$ cat config.mk
export PLATFORM = sky130hd
export DESIGN_NAME = dpram_read_stream
export DESIGN_NICKNAME = d
export VERILOG_FILES = /design/src/rtl/dpram_read_stream.sv
export SDC_FILE = /design/constraint.sdc
export NUM_CORES = 1
export LEC_CHECK = 0
export CAP_MARGIN = 20
export CORE_AREA = 3 3 131 133
export CTS_BUF_LIST = sky130_fd_sc_hd__clkbuf_4
export CTS_CLUSTER_SIZE = 16
export DETAILED_ROUTE_END_ITERATION = 6
export DIE_AREA = 0 0 134 136
export PLACE_DENSITY = 0.76
export SETUP_SLACK_MARGIN = 0.5
export SYNTH_ARGS = -nofsm -noshare
export SYNTH_HDL_FRONTEND = slang
export SYNTH_SLANG_ARGS = --single-unit
$ cat constraint.sdc
create_clock -name clock_in -period 2.9 [get_ports clock_in]
set_input_delay 0.87 -clock clock_in [delete_from_list [all_inputs] [get_ports clock_in]]
set_output_delay 0.87 -clock clock_in [all_outputs]
set_load 0.005 [all_outputs]
$ cat src/rtl/dpram_read_stream.sv
// dpram_read_stream: walks a run of RAM port-B addresses and delivers the read
// words on a valid/ready stream, absorbing read latency and backpressure in a
// small first-word-fall-through FIFO.
module dpram_read_stream #(
    parameter int unsigned widthad    = 10,
    parameter int unsigned width      = 32,
    parameter int unsigned fifo_depth = 4
) (
    input  logic               clock_in,
    input  logic               reset_in,
    input  logic               start,
    input  logic [widthad-1:0] start_addr,
    input  logic [widthad:0]   len,
    input  logic               abort,
    output logic               busy,
    output logic               done,
    output logic [widthad-1:0] ram_address_b,
    input  logic [width-1:0]   ram_q_b,
    output logic               out_valid,
    output logic [width-1:0]   out_data,
    output logic               out_last,
    input  logic               out_ready
);
    localparam int unsigned PTR_W = (fifo_depth > 1) ? $clog2(fifo_depth) : 1;
    localparam int unsigned CNT_W = PTR_W + 1;
    localparam int unsigned LEN_W = widthad + 1;

    typedef enum logic {
        S_IDLE = 1'b0,
        S_RUN  = 1'b1
    } state_t;

    state_t                state;
    state_t                state_nxt;
    logic [LEN_W-1:0]      issue_rem;
    logic [LEN_W-1:0]      out_rem;
    logic                  inflight;
    logic                  inflight_last;
    logic [CNT_W-1:0]      fifo_count;
    logic [CNT_W-1:0]      fifo_count_nxt;
    logic [PTR_W-1:0]      wr_ptr;
    logic [PTR_W-1:0]      rd_ptr;
    logic [width-1:0]      fifo_data [fifo_depth];
    logic [fifo_depth-1:0] fifo_last;

    logic load;
    logic issue;
    logic push;
    logic pop;
    logic flush;
    logic finish;
    logic zero_len;

    // Head of the FIFO is presented directly (fall-through).
    assign out_data = fifo_data[rd_ptr];
    assign out_last = fifo_last[rd_ptr];

    // State register.
    always_ff @(posedge clock_in or negedge reset_in) begin
        if (!reset_in) begin
            state <= S_IDLE;
        end else begin
            state <= state_nxt;
        end
    end

    // Next state and per-cycle control; a read is issued only while the
    // FIFO plus the read still in the RAM pipe leaves room for its result.
    always_comb begin
        state_nxt      = state;
        load           = 1'b0;
        issue          = 1'b0;
        flush          = 1'b0;
        finish         = 1'b0;
        zero_len       = 1'b0;
        push           = inflight;
        pop            = out_valid && out_ready;
        case (state)
            S_IDLE: begin
                if (start) begin
                    if (len != '0) begin
                        load      = 1'b1;
                        state_nxt = S_RUN;
                    end else begin
                        zero_len = 1'b1;
                    end
                end
            end
            S_RUN: begin
                if (abort) begin
                    flush     = 1'b1;
                    state_nxt = S_IDLE;
                end else begin
                    issue = (issue_rem != '0) &&
                            ((fifo_count + CNT_W'(inflight)) < CNT_W'(fifo_depth));
                    if (pop && (out_rem == LEN_W'(1))) begin
                        finish    = 1'b1;
                        state_nxt = S_IDLE;
                    end
                end
            end
            default: state_nxt = S_IDLE;
        endcase
        fifo_count_nxt = fifo_count + CNT_W'(push) - CNT_W'(pop);
    end

    // Address/counter datapath, read pipeline tracking and FIFO storage.
    always_ff @(posedge clock_in or negedge reset_in) begin
        if (!reset_in) begin
            busy          <= 1'b0;
            done          <= 1'b0;
            ram_address_b <= '0;
            issue_rem     <= '0;
            out_rem       <= '0;
            inflight      <= 1'b0;
            inflight_last <= 1'b0;
            fifo_count    <= '0;
            wr_ptr        <= '0;
            rd_ptr        <= '0;
            out_valid     <= 1'b0;
            fifo_last     <= '0;
            for (int unsigned i = 0; i < fifo_depth; i++) begin
                fifo_data[i] <= '0;
            end
        end else begin
            busy <= (state_nxt == S_RUN);
            done <= finish || zero_len;

            if (load) begin
                ram_address_b <= start_addr;
                issue_rem     <= len;
                out_rem       <= len;
            end else begin
                if (issue) begin
                    ram_address_b <= ram_address_b + widthad'(1);
                    issue_rem     <= issue_rem - LEN_W'(1);
                end
                if (pop) begin
                    out_rem <= out_rem - LEN_W'(1);
                end
            end

            inflight      <= issue;
            inflight_last <= issue && (issue_rem == LEN_W'(1));

            if (flush) begin
                fifo_count <= '0;
                wr_ptr     <= '0;
                rd_ptr     <= '0;
                out_valid  <= 1'b0;
            end else begin
                if (push) begin
                    fifo_data[wr_ptr] <= ram_q_b;
                    fifo_last[wr_ptr] <= inflight_last;
                    wr_ptr            <= wr_ptr + PTR_W'(1);
                end
                if (pop) begin
                    rd_ptr <= rd_ptr + PTR_W'(1);
                end
                fifo_count <= fifo_count_nxt;
                out_valid  <= (fifo_count_nxt != '0);
            end
        end
    end

endmodule

; Word level (Yosys, flattened, before mapping)
; Index checks and enable logic that the tools add are counted.
[classes]
n_addsub = 7
eq_ne = 2
n_lt_le_gt_ge = 7
n_reduce_logical = 15
bitwise = 4
muxes = 39
[ops]
columns = op, count
row1 = $bwmux 128, 1
row2 = $mux 32, 3
row3 = $bmux 32 s2, 1
row4 = $demux 32 s2, 1
row5 = $mux 11, 4
row6 = $eq 11x1->1 const B, 2
row7 = $reduce_bool 11->1, 2
row8 = $sub 11x1->11 const B, 2
row9 = $mux 10, 2
row10 = $mux 1, 18
row11 = $add 10x1->10 const B, 1
row12 = $mux 2, 4
row13 = $reduce_bool 2->1, 4
row14 = $ge 3x3->1 const B, 2
row15 = $logic_and 1x1->1, 6
row16 = $lt 2x3->1 const B, 2
row17 = $not 2->3, 2
row18 = $add 2x1->2 const B, 2
row19 = $bwmux 4, 1
row20 = $add 3x1->3, 1
row21 = $lt 3x1->1 const B, 1
row22 = $lt 3x3->1 const B, 1
row23 = $mux 3, 1
row24 = $reduce_bool 3->1, 1
row25 = other kinds (8), 9
[totals]
in_bits = 58
ff_bits = 176
out_inout_bits = 46
wordCells = 90

; Depth between registers and ports, before layout
; Gate-level depths: netlist (run 1).
[logic_depth]
ltp_word = 7
mapped_depth = 9

; Worst setup path after synthesis (run 1)
; Ideal clock, no wire load.
[synth_path]
kind = reg2out
start = reg rd_ptr[0]
end = out out_data[23]
required_ns = 2.030
path_stages_with_launch = 4
slack_ns = 0.283
t_arrival_ns = 1.747
cell_sequence = dfrtp_1 > clkbuf_1 > buf_1 > mux4_2
[synth_via]
elab_chain_len = 4
[synth_lines]
columns = element, line_no
row1 = "start, declared", 42  ; logic [PTR_W-1:0] rd_ptr;
row2 = "start signal, assigned", 158  ; rd_ptr <= rd_ptr + PTR_W'(1);
row3 = $not 2->3 (not written as such), 55  ; assign out_data = fifo_data[rd_ptr];
row4 = $bmux 32 s2, 55
row5 = $mux 32 (not written as such) (2 in a row), 55
row6 = "end, declared", 20  ; output logic [width-1:0] out_data,
; Every way passes these cells. The select of a mux whose other input is x is not followed.

; Final worst setup path (run 1)
[layout_path]
start = reg rd_ptr[0]
end = out out_data[24]
; Same word-level chain as after synthesis.

==> results of run 1 <==
[layout by cell type, fill, tap and decap left out, types with 15 or more instances in the layout]
| cell | n |
|---|---|
| inv_1 | 15 |
| nand2_1 | 29 |
| mux2_2 | 132 |
| clkdlybuf4s50_1 | 62 |
| buf_6 | 21 |
| o21ai_0 | 25 |
| clkbuf_4 | 19 |
| dfrtp_1 | 171 |
| mux4_2 | 33 |
| nor2_1 | 19 |
| buf_4 | 38 |
| buf_2 | 25 |
[layout make-up]
class                   count  area [µm²]
clock inverters            13         121
flip-flops and latches    176        4410
clock buffers              19         143
repair buffers            169        1690
multi-input cells         359        3500
fillers                  1227        5740
inverters                  17        63.8
well taps                 216         270
[synthesized netlist by cell type, types with 2 or more instances]
cell type,count
xor2_1,8
or4_1,6
o32ai_1,2
o21a_1,2
clkbuf_1,24
nand3_1,11
nand2_1,29
a21oi_1,8
buf_1,2
nand4_1,3
o21ai_0,26
a31oi_1,2
dfrtp_1,176
o211ai_1,2
mux4_2,33
nand2b_1,2
nor2b_1,2
ha_1,13
buf_2,2
inv_1,15
nor2_1,20
xnor2_1,11
nor3_1,11
o311ai_0,4
nand3b_1,2
nor4_1,6
or3_1,6
mux2_2,132
a221o_1,2
[repair_timing]
item	CTS	global route
pin swaps	0	0
resized for setup	150	24
setup endpoints to repair	46	51
endpoints found under the hold margin	0	0
gates cloned	2	0
buffers inserted	23	9
[worst max path at each step]
stage | from | endpoint | slack, ns | cells past startpoint
2_1_floorplan | rd_ptr[0] | out_data[10] | 0.49 | 3
3_3_place_gp | abort | inflight_last | -0.07 | 7
3_5_place_dp | abort | inflight_last | -0.08 | 7
4_1_cts | rd_ptr[0] | out_data[8] | -0.06 | 5
5_1_grt | rd_ptr[0] | out_data[8] | -0.13 | 5
6_report | rd_ptr[0] | out_data[24] | -0.009 | 6
[power by group through the flow]
| stage | clock network (mW) | registers [mW] | logic (mW) |
|---|---|---|---|
| 6_report | 1.33 | 4.09 | 4.18 |
| 3_5_place_dp | 0 | 4.17 | 3.96 |
| 3_3_place_gp | 0 | 4.06 | 3.82 |
| 4_1_cts | 1.37 | 4.09 | 4.04 |
| 2_1_floorplan | 0 | 3.93 | 2.38 |
| 5_1_grt | 1.47 | 4.21 | 4.56 |
[sequential cells by signal, summed over array words and instances (netlist names)]
name	flops
fifo_last	4
inflight	1
issue_rem	11
fifo_count	3
out_valid	1
out_rem	11
busy	1
rd_ptr	2
ram_address_b	10
inflight_last	1
fifo_data	128
wr_ptr	2
done	1
[per-stage QoR]
stage          power [mW]  cells
2_1_floorplan        6.31    582
3_3_place_gp         7.88    903
3_5_place_dp         8.13    903
4_1_cts              9.49    960
5_1_grt              10.2    969
6_report             9.59    969
[kinds of logic (layout without fill, tap and decap cells)]
logic type	count (synthesis)	after routing	share of synthesized area
compound gates	57	57	0.0450
xor+xnor	19	19	0.0206
buf+inv	47	218	0.0245
simple gates	104	104	0.0658
mux	166	166	0.278
fa+ha+maj	13	13	0.0202
flops	176	176	0.546
[critical path, cell delays in order, from the launching register on]
cell and delay (ns):
dfrtp_2 0.48, buf_6 0.14, buf_12 0.12, buf_6 0.10, buf_6 0.10, mux4_2 0.43
buf_6 0.13
[metal layers]
layer | vias up | share of wire | global-route usage
li1 | 2455 | - | -
met1 | 2801 | 0.45 | 0.283
met2 | 139 | 0.50 | 0.350
met3 | 25 | 0.044 | 0.0540
met4 | 0 | 0.014 | 0.0526
met5 | - | 0 | 0
==> run_results.csv, run 1 <==
group,metric,value,unit
status,status,"finished with violations",
status,violations,"setup timing",
critical_path,regToRegSetupSlack,0.58,ns
critical_path,reg2reg_to,"issue_rem[3]",
yosys,synth_top_area_frac,0.546,
yosys,synth_seq_cells,176,
floorplanning,core,15900,µm²
power,swShare,0.313,
sta,post-route-min-period,2.91,ns
sta,fmax,344,MHz
power,share_comb_of_total_power,0.436,
sta,final_hold_viol_count,0,
floorplanning,num_io_pins,104,
power,power_density,941,nW/µm²
power,ir_drop,0.404,mV
critical_path,worstSetupPathType,"reg -> out",
detailed_routing,firstDrtPassIters,4,
detailed_routing,wire_per_inst,18.8,µm
yosys,syn-num-nets,653,
sta,fin_ws,-0.00859,ns
yosys,yosysTopAreaCell,"dfrtp_1",
place,dp_hpwl,12400,µm
clock_tree,holdBufCountCts,0,
place,detailedPlace.worstSlack,-0.0810,ns
power,p_switching,3.00,mW
clock_tree,cts_buffers,17,
flow_run,cap_violations,0,
floorplanning,start_util,0.506,
grt,grt-ovfl-total,0,
detailed_routing,post-route-drc-count,0,
layout,layout-drive-gt1-share,0.420,
critical_path,start_kind,"flop",
floorplanning,design.die.area,18200,µm²
floorplanning,die_h,136,µm
grt,grt_pass1_vias,5839,
clock_tree,worstSkewPairLatency,0.55,ns
yosys,ys_top_cells_by_area,"dfrtp_1 55%, mux2_2 18%, mux4_2 9.2%",
critical_path,worstPathRequired,2.03,ns
detailed_routing,avgViaCountPerCell,5.59,
place,routabilityCongestion,0.902,
grt,antenna_found_initial,0,
critical_path,crit_arrival,2.04,ns
clock_tree,clock_path_buffers,2,
yosys,async_reset_ff_frac,1.00,
layout,area_growth_syn_to_layout,26.5,%
yosys,synthCells,582,
layout,n_antenna_cell,0,
clock_tree,cts-root-buf,"clkbuf_4",
sta,report.final.slew_viol_count,0,
critical_path,endpoint_kind,"output pin",
clock_tree,clk_pin_slew,0.13,ns
layout,stdcell_area,10200,µm²
detailed_routing,routed_wl,18200,µm
sta,grt_setup_unrepaired,"yes",
yosys,avgSynthCellArea,13.9,µm²
yosys,ys_seq_area_frac,0.546,
critical_path,ff2ff_path_depth,8,
yosys,synthesis.area,8060,µm²
power,p_clk_frac,0.138,
yosys,synth_ff_type,"dfrtp_1",
grt,grt_max_degree,73,
power,power_frac_seq,0.426,
clock_tree,htreeDepth,4,
sta,finalSetupViolations,2,
detailed_routing,ant_nets,0,
critical_path,crit_fanout,4,
yosys,yosysUniqueCellTypes,49,
worst_hold_path,min_path_type,"in -> async",
layout,fin_nets,811,
sta,tightest_slew,0.698,ns
sta,min_period_over_period,1.00,
detailed_routing,via_count,5420,
detailed_routing,first_iter_violations,224,
sta,finalSetupTns,-0.0144,ns
yosys,ys_warn_count,0,
sta,max_slew_margin,0.531,
grt,grt_pass1_wl,30300,µm
place,port_buffers,103,
clock_tree,cts.sinks,176,
floorplanning,die_x,134,µm
yosys,synth_enable_flop_cells,0,
critical_path,timing.rr.start,"issue_rem[1]",
place,placed_cell_area,9610,µm²
power,p_leak,4.59,nW
sta,worst_hold_slack,0.307,ns
floorplanning,placementRows,46,
grt,grtUsageTotal,0.211,
clock_tree,cts_tree,"done",
layout,fin_util,0.640,
sta,fin_skew,0.0113,ns
power,internal-power,6.59,mW
Note: power is estimated with default switching activity, not from simulation.
==> run 2, diff against run 1 <==
==> constraint.sdc (replaced) <==
create_clock -name clock_in -period 3 [get_ports clock_in]
set_input_delay 0.9 -clock clock_in [delete_from_list [all_inputs] [get_ports clock_in]]
set_output_delay 0.9 -clock clock_in [all_outputs]
set_load 0.005 [all_outputs]
==> run_results.csv, run 2 (same netlist as run 1, synthesis figures left out) <==
group,metric,value,unit
power,p_clk_frac,0.133,
sta,finalSetupViolations,0,
sta,fmax,338,MHz
layout,final_common_cell,"dfrtp_1",
critical_path,worstSetupPathType,"reg -> out",
sta,max_slew_margin,0.521,
clock_tree,cts_buffers,17,
critical_path,endpoint_kind,"output pin",
grt,grt_pass1_vias,5787,
floorplanning,core,15900,µm²
critical_path,crit_arrival,2.06,ns
layout,fin_util,0.636,
power,internal-power,6.44,mW
sta,fin_ws,0.0371,ns
floorplanning,die_h,136,µm
layout,largest_reg_flops,128,
status,status,"finished, final reports clean",
place,placed_cell_area,9490,µm²
sta,report.final.slew_viol_count,0,
critical_path,crit_fanout,4,
power,power_frac_seq,0.427,
detailed_routing,post-route-drc-count,0,
critical_path,start_kind,"flop",
place,dp_hpwl,12000,µm
clock_tree,worstSkewPairLatency,0.54,ns
clock_tree,cts-root-buf,"clkbuf_4",
floorplanning,start_util,0.506,
grt,grtUsageTotal,0.203,
power,swShare,0.308,
layout,reg_top3,"fifo_data (128), issue_rem (11), out_rem (11)",
detailed_routing,ant_nets,0,
layout,top_register,"fifo_data",
power,p_leak,4.49,nW
sta,grt_setup_unrepaired,"yes",
detailed_routing,firstDrtPassIters,4,
power,power_density,919,nW/µm²
flow_run,cap_violations,0,
clock_tree,cts_tree,"done",
detailed_routing,first_iter_violations,312,
power,p_switching,2.87,mW
grt,grt_pass1_wl,29000,µm
power,ir_drop,0.378,mV
sta,min_period_over_period,0.988,
sta,post-route-min-period,2.96,ns
detailed_routing,routed_wl,18000,µm
layout,fin_nets,807,
layout,area_growth_syn_to_layout,25.7,%
detailed_routing,via_count,5387,
place,port_buffers,103,
detailed_routing,wire_per_inst,18.7,µm
critical_path,worstPathRequired,2.10,ns
power,share_comb_of_total_power,0.440,
place,routabilityCongestion,0.867,
floorplanning,placementRows,46,
sta,tightest_slew,0.712,ns
grt,grt_max_degree,66,
clock_tree,clk_pin_slew,0.12,ns
sta,fin_skew,0.0125,ns
clock_tree,clock_path_buffers,2,
sta,final_hold_viol_count,0,
detailed_routing,avgViaCountPerCell,5.58,
layout,stdcell_area,10100,µm²
worst_hold_path,min_path_type,"in -> async",
floorplanning,die_x,134,µm
clock_tree,cts.sinks,176,
clock_tree,htreeDepth,4,
grt,grt-ovfl-total,0,
grt,antenna_found_initial,1,
layout,layout-drive-gt1-share,0.416,
floorplanning,num_io_pins,104,
layout,most-common-layout-cells,"170 x dfrtp_1, 132 x mux2_2, 69 x clkdlybuf4s50_1",
place,detailedPlace.worstSlack,-0.0422,ns
floorplanning,design.die.area,18200,µm²
run 2: changes by cell type in the layout (fill, tap and decap cells not counted), moves of 3 or more:
cell	change
buf_12	-5
buf_2	-16
buf_4	-3
buf_6	+7
clkbuf_2	+13
clkdlybuf4s50_1	+7
clkinv_1	+3
dlymetal6s2s_1	-7
run 2: what timing repair did:
action                                  in CTS  in global routing
hold buffers                                 0                  0
hold endpoints to repair                     0                  0
cloned                                       2                  1
setup buffers                               13                 20
endpoints found under the setup margin      38                 52
resized for setup                          111                 50
run 2: critical path, stage by stage, from the launching register on:
cell     delay, ns
dfrtp_2       0.49
buf_12        0.15
buf_12        0.11
buf_6         0.10
buf_6         0.10
mux4_2        0.43
buf_6         0.13
run 2: final timing paths:
path	from	endpoint	slack (ns)	cells after the start
worst max-delay path	rd_ptr[0]	out_data[24]	0.04	6
worst max register to register	issue_rem[0]	issue_rem[3]	0.67	8
min in group clock_in	fifo_data[53]	fifo_data[53]	0.52	1
max in group asynchronous	reset_in	inflight	2.07	2
worst min-delay path	reset_in	fifo_data[102]	0.24	1
worst min register to register	fifo_data[53]	fifo_data[53]	0.52	1
run 2: metrics by stage:
step / hold slack (ns) / total power, mW / instances / TNS (ns)
6_report: 0.236 / 9.31 / 965 / 0
5_1_grt: 0.199 / 9.91 / 965 / -0.271
4_1_cts: 0.204 / 9.11 / 942 / -0.893
3_5_place_dp: 0.489 / 7.77 / 896 / -0.0981
3_3_place_gp: 0.480 / 7.56 / 896 / 0
2_1_floorplan: 0.462 / 6.10 / 582 / 0
run 2: per-layer routing:
layer / wire length [µm] / track usage / vias up
met5: 0 / 0 / -
met4: 293 / 0.0560 / 0
met3: 841 / 0.0507 / 21
met2: 9260 / 0.352 / 134
met1: 7600 / 0.255 / 2779
li1: - / - / 2453
run 2: area by class of cell:
class / instances / area [µm²]
Fill cell: 1202 / 5810
Sequential cell: 176 / 4410
Multi-Input combinational cell: 359 / 3520
Timing Repair Buffer: 165 / 1620
Tap cell: 216 / 270
Clock buffer: 20 / 150
Clock inverter: 11 / 97.6
Inverter: 17 / 63.8
Antenna cell: 1 / 2.50
run 2: power groups by stage:
stage / Sequential [mW] / Clock, mW / Combinational, mW
6_report: 3.98 / 1.24 / 4.10
5_1_grt: 4.09 / 1.38 / 4.44
4_1_cts: 3.97 / 1.27 / 3.86
2_1_floorplan: 3.80 / 0 / 2.30
3_5_place_dp: 4.03 / 0 / 3.74
3_3_place_gp: 3.91 / 0 / 3.65
==> run 3, diff against run 2 <==
--- a/config.mk
+++ b/config.mk
@@ -6,13 +6,14 @@
 export NUM_CORES = 1
 export LEC_CHECK = 0
 export CAP_MARGIN = 20
-export CORE_AREA = 3 3 131 133
+export CORE_AREA = 3 3 156 158
 export CTS_BUF_LIST = sky130_fd_sc_hd__clkbuf_4
 export CTS_CLUSTER_SIZE = 16
 export DETAILED_ROUTE_END_ITERATION = 6
-export DIE_AREA = 0 0 134 136
-export PLACE_DENSITY = 0.76
+export DIE_AREA = 0 0 159 161
+export PLACE_DENSITY = 0.57
 export SETUP_SLACK_MARGIN = 0.5
+export SKIP_LAST_GASP = 1
 export SYNTH_ARGS = -nofsm -noshare
 export SYNTH_HDL_FRONTEND = slang
 export SYNTH_SLANG_ARGS = --single-unit
==> run_results.csv, run 3 (same netlist as run 1, synthesis figures left out) <==
group,metric,value,unit
grt,grt_max_degree,81,
sta,report.final.slew_viol_count,0,
sta,worst_hold_slack,0.264,ns
worst_hold_path,min_path_type,"in -> async",
detailed_routing,routed_wl,19500,µm
clock_tree,worstSkewPairLatency,0.55,ns
critical_path,worstSetupPathType,"reg -> out",
floorplanning,core,23300,µm²
layout,most-common-layout-cells,"170 x dfrtp_1, 132 x mux2_2, 67 x clkdlybuf4s50_1",
grt,grt_pass1_vias,5983,
flow_run,cap_violations,0,
layout,top_register,"fifo_data",
grt,antenna_found_initial,1,
critical_path,endpoint_kind,"output pin",
floorplanning,die_x,159,µm
layout,fin_nets,796,
layout,final_common_cell,"dfrtp_1",
grt,grt_pass1_wl,32000,µm
clock_tree,cts-root-buf,"clkbuf_4",
floorplanning,placementRows,56,
sta,post-route-min-period,2.86,ns
power,p_leak,4.46,nW
floorplanning,die_h,161,µm
grt,grtUsageTotal,0.158,
grt,grt-ovfl-total,0,
place,placed_cell_area,9690,µm²
sta,fmax,349,MHz
critical_path,crit_buf_inv,4,
detailed_routing,first_iter_violations,353,
clock_tree,clk_pin_slew,0.16,ns
clock_tree,htreeDepth,4,
sta,tightest_slew,0.726,ns
detailed_routing,firstDrtPassIters,5,
detailed_routing,post-route-drc-count,0,
critical_path,crit_fanout,7,
sta,final_hold_viol_count,0,
clock_tree,cts.sinks,176,
place,routabilityCongestion,0.864,
critical_path,crit_path_frequent_cell,"buf_12",
sta,fin_skew,0.0195,ns
power,finalPower,9.21,mW
floorplanning,num_io_pins,104,
sta,min_period_over_period,0.954,
layout,area_growth_syn_to_layout,26.0,%
layout,stdcell_area,10200,µm²
critical_path,slowest_delay,0.50,ns
power,ir_drop,0.289,mV
floorplanning,start_util,0.347,
power,power_density,907,nW/µm²
critical_path,crit_arrival,1.96,ns
detailed_routing,ant_nets,0,
clock_tree,clock_path_buffers,2,
detailed_routing,via_count,5391,
place,port_buffers,103,
sta,finalSetupViolations,0,
layout,largest_reg_flops,128,
clock_tree,cts_tree,"done",
critical_path,path_cells,"buf_12 -> buf_12 -> buf_16 -> mux4_2 -> buf_2",
critical_path,worstPathRequired,2.10,ns
critical_path,start_kind,"flop",
detailed_routing,wire_per_inst,18.5,µm
sta,grt_setup_unrepaired,"yes",
place,dp_hpwl,13400,µm
critical_path,slowest_stage,"mux4_2",
layout,layout-drive-gt1-share,0.410,
status,status,"finished, final reports clean",
layout,reg_top3,"fifo_data (128), issue_rem (11), out_rem (11)",
detailed_routing,avgViaCountPerCell,5.10,
critical_path,critPathTopFamily,"buffers and inverters",
floorplanning,design.die.area,25600,µm²
sta,max_slew_margin,0.512,
clock_tree,cts_buffers,17,
[run 3: path summary, 6_finish.rpt]
| path | from | end | slack, ns | depth (start not counted) |
|---|---|---|---|---|
| setup / recovery | rd_ptr[0] | out_data[5] | 0.14 | 5 |
| hold / removal | reset_in | fifo_data[75] | 0.26 | 1 |
| setup reg to reg | inflight | issue_rem[9] | 0.64 | 7 |
| hold reg to reg | fifo_data[38] | fifo_data[38] | 0.52 | 1 |
| max in group asynchronous | reset_in | fifo_data[55] | 1.90 | 2 |
| min in group clock_in | fifo_data[38] | fifo_data[38] | 0.52 | 1 |
[run 3: final cells by class]
type	count	area, µm²
Inverter	17	63.8
Clock buffer	17	128
Multi-Input combinational cell	359	3500
Tap cell	319	399
Clock inverter	14	156
Timing Repair Buffer	154	1500
Fill cell	2110	13100
Sequential cell	176	4410
Antenna cell	1	2.50
[run 3: repair_timing]
action | 4_1_cts | 5_1_grt
setup buffers | 9 | 12
endpoints found under the setup margin | 42 | 46
hold endpoints to repair | 0 | 0
hold buffers | 0 | 0
pin swaps | 1 | 0
resized for setup | 148 | 12
cloned | 2 | 0
[run 3: routing by layer]
| metal | vias to the layer above | wire [µm] | track usage |
|---|---|---|---|
| met5 | - | 0 | 0 |
| met4 | 0 | 189 | 0.0382 |
| met3 | 16 | 995 | 0.0408 |
| met2 | 152 | 10100 | 0.274 |
| met1 | 2788 | 8310 | 0.198 |
| li1 | 2435 | - | - |
[run 3: metrics by stage]
stage	util	setup WS (ns)	std cells	TNS [ns]
2_1_floorplan	-	0.505	582	0
3_3_place_gp	0.417	-0.157	1002	-0.187
3_5_place_dp	0.417	-0.150	1002	-0.648
4_1_cts	0.430	0.0590	1044	0
5_1_grt	0.437	0.0288	1057	0
6_report	0.437	0.139	1057	0
[run 3: report_power, final]
group / internal, mW / switching, mW
Clock: 0.508 / 0.854
Sequential: 3.36 / 0.590
Combinational: 2.38 / 1.52
Total: 6.25 / 2.97
